<file path="src/rtl/falling_target_lane.sv">
// falling_target_lane
//   One lane of the falling-bit playfield. An 8-bit LFSR supplies a target
//   that drops one row per fall interval. The lane pulses `correct` when the
//   player's switches match the target. It raises `game_over` when the target
//   reaches the bottom row without being matched.
//
//   Optional feature: define FALLING_TARGET_SPEEDUP_EN to shorten the fall
//   interval as the hit count grows. Without it, the interval is FALL_CYCLES
//   and there is no hit counter.
//
// Ports
//   clock         in   system clock, rising edge
//   reset_button  in   asynchronous active-high reset
//   reset_signal  in   synchronous round clear (level)
//   switches[7:0] in   player switch word (already synchronized)
//   target[7:0]   out  current target value
//   row[2:0]      out  current row of the target (0 = top)
//   active        out  high while the target is falling
//   correct       out  one-cycle pulse per hit
//   game_over     out  level, target reached the bottom unmatched

module falling_target_lane #(
  parameter int unsigned LANE_HEIGHT = 6,
  parameter int unsigned FALL_CYCLES = 25000000,
  parameter logic [7:0]  SEED        = 8'hA5
) (
  input  logic       clock,
  input  logic       reset_button,
  input  logic       reset_signal,
  input  logic [7:0] switches,
  output logic [7:0] target,
  output logic [2:0] row,
  output logic       active,
  output logic       correct,
  output logic       game_over
);

  typedef enum logic [2:0] {
    S_IDLE,
    S_SPAWN,
    S_FALL,
    S_HIT,
    S_LOST
  } state_t;

  // An all-zero seed would lock the LFSR up.
  localparam logic [7:0]  SEED_NZ  = (SEED == 8'h00) ? 8'h01 : SEED;
  localparam logic [25:0] FC26     = 26'(FALL_CYCLES);
  localparam logic [2:0]  ROW_LAST = 3'(LANE_HEIGHT - 1);

  state_t      r_state;
  state_t      w_next;
  logic [7:0]  r_lfsr;
  logic [25:0] r_cnt;
  logic [7:0]  r_target;
  logic [2:0]  r_row;
  logic        r_active;
  logic        r_correct;
  logic        r_game_over;
  logic        w_match;
  logic        w_last;
  logic        w_bottom;

`ifdef FALLING_TARGET_SPEEDUP_EN
  logic [3:0]  r_hits;
  logic [25:0] r_interval;
  logic [25:0] w_spawn_interval;

  always_comb begin
    w_spawn_interval = FC26;
    if (r_hits >= 4'd8)      w_spawn_interval = FC26 >> 2;
    else if (r_hits >= 4'd4) w_spawn_interval = FC26 >> 1;
  end

  // The hit count saturates at 15. The interval is latched at SPAWN, so a new
  // speed takes effect only on the next target.
  always_ff @(posedge clock or posedge reset_button) begin
    if (reset_button) begin
      r_hits     <= '0;
      r_interval <= FC26;
    end else begin
      if (reset_signal)
        r_hits <= '0;
      else if (r_state == S_HIT && r_hits != 4'hF)
        r_hits <= r_hits + 4'd1;
      if (!reset_signal && r_state == S_SPAWN)
        r_interval <= w_spawn_interval;
    end
  end

  assign w_last = (r_cnt == r_interval - 26'd1);
`else
  assign w_last = (r_cnt == FC26 - 26'd1);
`endif

  assign w_match  = (switches == r_target);
  assign w_bottom = (r_row == ROW_LAST);

  // Fibonacci LFSR, x^8+x^6+x^5+x^4+1. It free-runs in every state.
  always_ff @(posedge clock or posedge reset_button) begin
    if (reset_button)
      r_lfsr <= SEED_NZ;
    else
      r_lfsr <= {r_lfsr[6:0], r_lfsr[7] ^ r_lfsr[5] ^ r_lfsr[4] ^ r_lfsr[3]};
  end

  always_ff @(posedge clock or posedge reset_button) begin
    if (reset_button) r_state <= S_IDLE;
    else              r_state <= w_next;
  end

  // If a match and bottom expiry arrive together, the match wins.
  always_comb begin
    w_next = r_state;
    if (reset_signal) begin
      w_next = S_IDLE;
    end else begin
      unique case (r_state)
        S_IDLE:  w_next = S_SPAWN;
        S_SPAWN: w_next = S_FALL;
        S_FALL: begin
          if (w_match)              w_next = S_HIT;
          else if (w_last && w_bottom) w_next = S_LOST;
        end
        S_HIT:   w_next = S_SPAWN;
        S_LOST:  w_next = S_LOST;
        default: w_next = S_IDLE;
      endcase
    end
  end

  // The status flags are registered from the next state, so they line up with
  // the state they describe.
  always_ff @(posedge clock or posedge reset_button) begin
    if (reset_button) begin
      r_active    <= 1'b0;
      r_correct   <= 1'b0;
      r_game_over <= 1'b0;
    end else begin
      r_active    <= (w_next == S_FALL);
      r_correct   <= (w_next == S_HIT);
      r_game_over <= (w_next == S_LOST);
    end
  end

  always_ff @(posedge clock or posedge reset_button) begin
    if (reset_button) begin
      r_target <= '0;
      r_row    <= '0;
      r_cnt    <= '0;
    end else if (reset_signal) begin
      r_target <= '0;
      r_row    <= '0;
      r_cnt    <= '0;
    end else begin
      unique case (r_state)
        S_SPAWN: begin
          // Invert a spawn that already matches the switches so that it
          // cannot score immediately.
          r_target <= (r_lfsr == switches) ? ~r_lfsr : r_lfsr;
          r_row    <= '0;
          r_cnt    <= '0;
        end
        S_FALL: begin
          if (!w_match) begin
            if (w_last) begin
              r_cnt <= '0;
              if (!w_bottom) r_row <= r_row + 3'd1;
            end else begin
              r_cnt <= r_cnt + 26'd1;
            end
          end
        end
        default: ;
      endcase
    end
  end

  assign target    = r_target;
  assign row       = r_row;
  assign active    = r_active;
  assign correct   = r_correct;
  assign game_over = r_game_over;

endmodule
</file>
<file path="config.mk">
export PLATFORM = sky130hd
export DESIGN_NAME = falling_target_lane
export DESIGN_NICKNAME = d
export VERILOG_FILES = /design/src/rtl/falling_target_lane.sv
export SDC_FILE = /design/constraint.sdc
export NUM_CORES = 1
export LEC_CHECK = 0
export ABC_AREA = 1
export CAP_MARGIN = 15
export CORE_MARGIN = 2
export CORE_UTILIZATION = 50
export CTS_CLUSTER_DIAMETER = 100
export DETAILED_ROUTE_END_ITERATION = 6
export GPL_ROUTABILITY_DRIVEN = 0
export PLACE_DENSITY = 0.7
export RECOVER_POWER = 50
export SLEW_MARGIN = 25
export SYNTH_ARGS = -nofsm -noshare
export SYNTH_HDL_FRONTEND = slang
export SYNTH_SLANG_ARGS = --single-unit
export TNS_END_PERCENT = 30
</file>
<file path="constraint.sdc">
create_clock -name clock -period 3.7 [get_ports clock]
set_input_delay 0.555 -clock clock [delete_from_list [all_inputs] [get_ports clock]]
set_output_delay 0.555 -clock clock [all_outputs]
set_load 0.01 [all_outputs]
</file>
==> results.toml <==
[status]
status = "finished, violations left"
violations = "capacitance limit, slew limit"

[sta]
worstMarginPinSlew_ns = 2.241
fin_crit_sh_pct = 68.04
max_freq_mhz = 397.2
finalHoldViolCount = 0
clock_skew_ns = 0.01342
tns_ns = 0
slew_viol_final = 52
rsz0062_at_grt = "no"
min_period_ns = 2.517
slew_headroom_pct = -50.24
setup_violations = 0

[route]
wl_um = 7519
wl_per_cell_um = 13.62
drt_iter0_markers = 228
first_pass_iters = 5
routed_via_density = 5.393
vias = 2977
drc = 0
postRouteAntennaNets = 0

[grt]
grt_pass1_wl_um = 13150
grt_antenna_before_repair = 0
grt_max_degree = 52
grtUsageTotal_pct = 22.62
grt-ovfl-total = 0
grt_pass1_vias = 2911

[yosys]
ys_warn_count = 0
synth.distinct_cells = 32
yosys-top-cells-area = "dfrtp_1 36%, nand2_1 16%, nor2_1 7.4%"
synth_fp_nets = 468
synth.yosys.seq_area_share_pct = 39.57
syn_area_per_cell_sq_um = 7.132
netlist_top_cells_count = "134 x nand2_1, 64 x nor2_1, 47 x dfrtp_1, 46 x nand3_1, 39 x inv_1"
synth.most_common_cell = "nand2_1"
syn-cell-area_sq_um = 3238
synth_edf_count = 0
synthCells = 454
yosys.area.top_type = "dfrtp_1"
yosys.area.top_type_share_pct = 36.32
ys_ff_latch = 51
synthFlopType = "dfrtp_1"
synthArstFlopShare_pct = 100.0

[clock_network]
cts-root-buf = "clkbuf_8"
cts_buffer_depth = 2
clock_latency_ns = 0.31
cts_sinks = 51
hold_buffers = 0
cts_made_buffers = 5
cts_setup_buffers = 0
path_clk_slew_ns = 0.10
cts_resized = 0
cts_tree = "built"
cts.htree.levels = 2

[placement]
dp_hpwl_um = 5624
numPortBuffers = 24

[cells_and_area]
antenna_cells = 0
area_growth_pct = 10.82
nNetsFinal = 488
utilization_pct = 56.84
drive_above_1_share_pct = 6.316

[floorplan]
dieArea_sq_um = 7136
die_w_um = 84.48
die_height_um = 84.48
rows = 29
core_sq_um = 6314
num_io_pins = 25
start_util_pct = 51.29

[power_and_ir_drop]
cellPowerDensity_nw_per_um2 = 276.0
leakagePower_nw = 1.506
vdd_ir_drop_max_v = 0.0002643

[critical_path]
critPathBufInv = 4
cp_data_arrival_time_ns = 2.73
r2r_end = "row[0]"
reg2reg_from = "r_cnt[0]"
path_max_fanout = 23
critical_path_required_ns = 3.91
ff2ff_path_depth = 10
crit_chain = "clkdlybuf4s50_1 > inv_2 > nand2_1 > clkinv_1 > o21ai_4 > buf_4 > nand2_2 > nand2_1 > nand2_1"
criticalPathCategory = "primary input to flip-flop"
cp-end-kind = "flip-flop"
crit_path_max_incr_delay_ns = 0.71
cpMaxStageDelayCell = "clkdlybuf4s50_1"
cp-start-kind = "primary input"
cpLargestDelayFamily = "buffers and inverters"
cp_common_cell = "nand2_1"
r2r_slack_ns = 1.36

[hold_path]
min_from = "r_lfsr[6]"
holdPathEnd = "r_lfsr[7]"
hp-class = "flip-flop to flip-flop"
hold_depth = 0

[flow_run]
cap_violations = 1
## worst max path at each step
stage,startpoint,cells past startpoint,to
floorplan,reset_button,1,active
global placement,reset_signal,9,row[0]
detailed placement,reset_signal,9,row[0]
CTS,reset_signal,9,row[0]
global route,reset_button,2,r_cnt[10]
finish,reset_signal,9,row[0]
## per-layer routing
metal | routed length (um) | GRT usage, % | share of wire, % | up-vias
li1 | - | - | - | 1486
met1 | 3415 | 29.79 | 45 | 1376
met2 | 3565 | 37.81 | 47 | 96
met3 | 342 | 3.540 | 4.5 | 19
met4 | 195 | 8.369 | 2.6 | 0
met5 | 0 | 0 | 0 | -
## placed cells by master (no fill, tap or decap)
cell type          n
nor3_1             7
o211ai_2           1
nand3_1           46
clkdlybuf4s50_1   23
o21ai_2            7
buf_4              1
inv_1             38
clkinv_4           1
xnor2_1            9
nand2_1          134
o21ai_0           15
nor4_1             1
nor2_4             2
clkinvlp_2         1
dfrtp_1           47
nor2_2             2
clkbuf_1           1
o21ai_1           10
xor2_1            20
nand2_2            1
inv_2              3
clkbuf_8           5
clkinvlp_4         1
or2_2              1
nor3_2             1
nand4_1           12
clkinv_1           1
dlygate4sd3_1      1
ha_1               3
dfstp_1            3
a21oi_1            9
o21bai_1           1
nor2_1            64
dfstp_2            1
o21ai_4            1
clkinv_2           1
## layout make-up
type | count | area, sq um
timing repair buffer | 25 | 247.7
clock inverter | 2 | 12.51
clock buffer | 6 | 72.57
inverter | 44 | 171.4
multi-input combinational | 347 | 1707
fill | 637 | 2725
tap | 77 | 96.34
sequential | 51 | 1281
## per-stage QoR
step / hold slack [ns] / total power, mW / instances / instance area (sq um) / setup slack, ns
after floorplan: 0.3747 / 0.6553 / 454 / 3238 / 1.922
after detailed placement: 0.4025 / 0.6828 / 544 / 3505 / 0.8781
final: 0.4161 / 0.9903 / 552 / 3588 / 1.183
after CTS: 0.4174 / 0.9999 / 552 / 3590 / 1.204
after global placement: 0.4034 / 0.6803 / 544 / 3502 / 0.9823
after global routing: 0.4348 / 1.035 / 552 / 3588 / 0.9553
## registers in the layout, indices dropped and copies added (netlist names)
signal and count:
r_state 3, correct 1, row 3, r_lfsr 8
r_cnt 26, target 8, active 1, game_over 1
## power breakdown
group	internal, mW	switching, mW
Sequential	0.562	0.00446
Clock	0.133	0.186
Combinational	0.0300	0.0747
## cell families after synthesis
| logic type | Yosys count | share of synthesized area (%) |
|---|---|---|
| compound gates | 44 | 8.269 |
| xor+xnor | 29 | 7.844 |
| fa+ha+maj | 3 | 1.159 |
| buf+inv | 56 | 7.728 |
| flops | 51 | 39.57 |
| simple gates | 271 | 35.43 |
(Power assumes the default switching activity.)
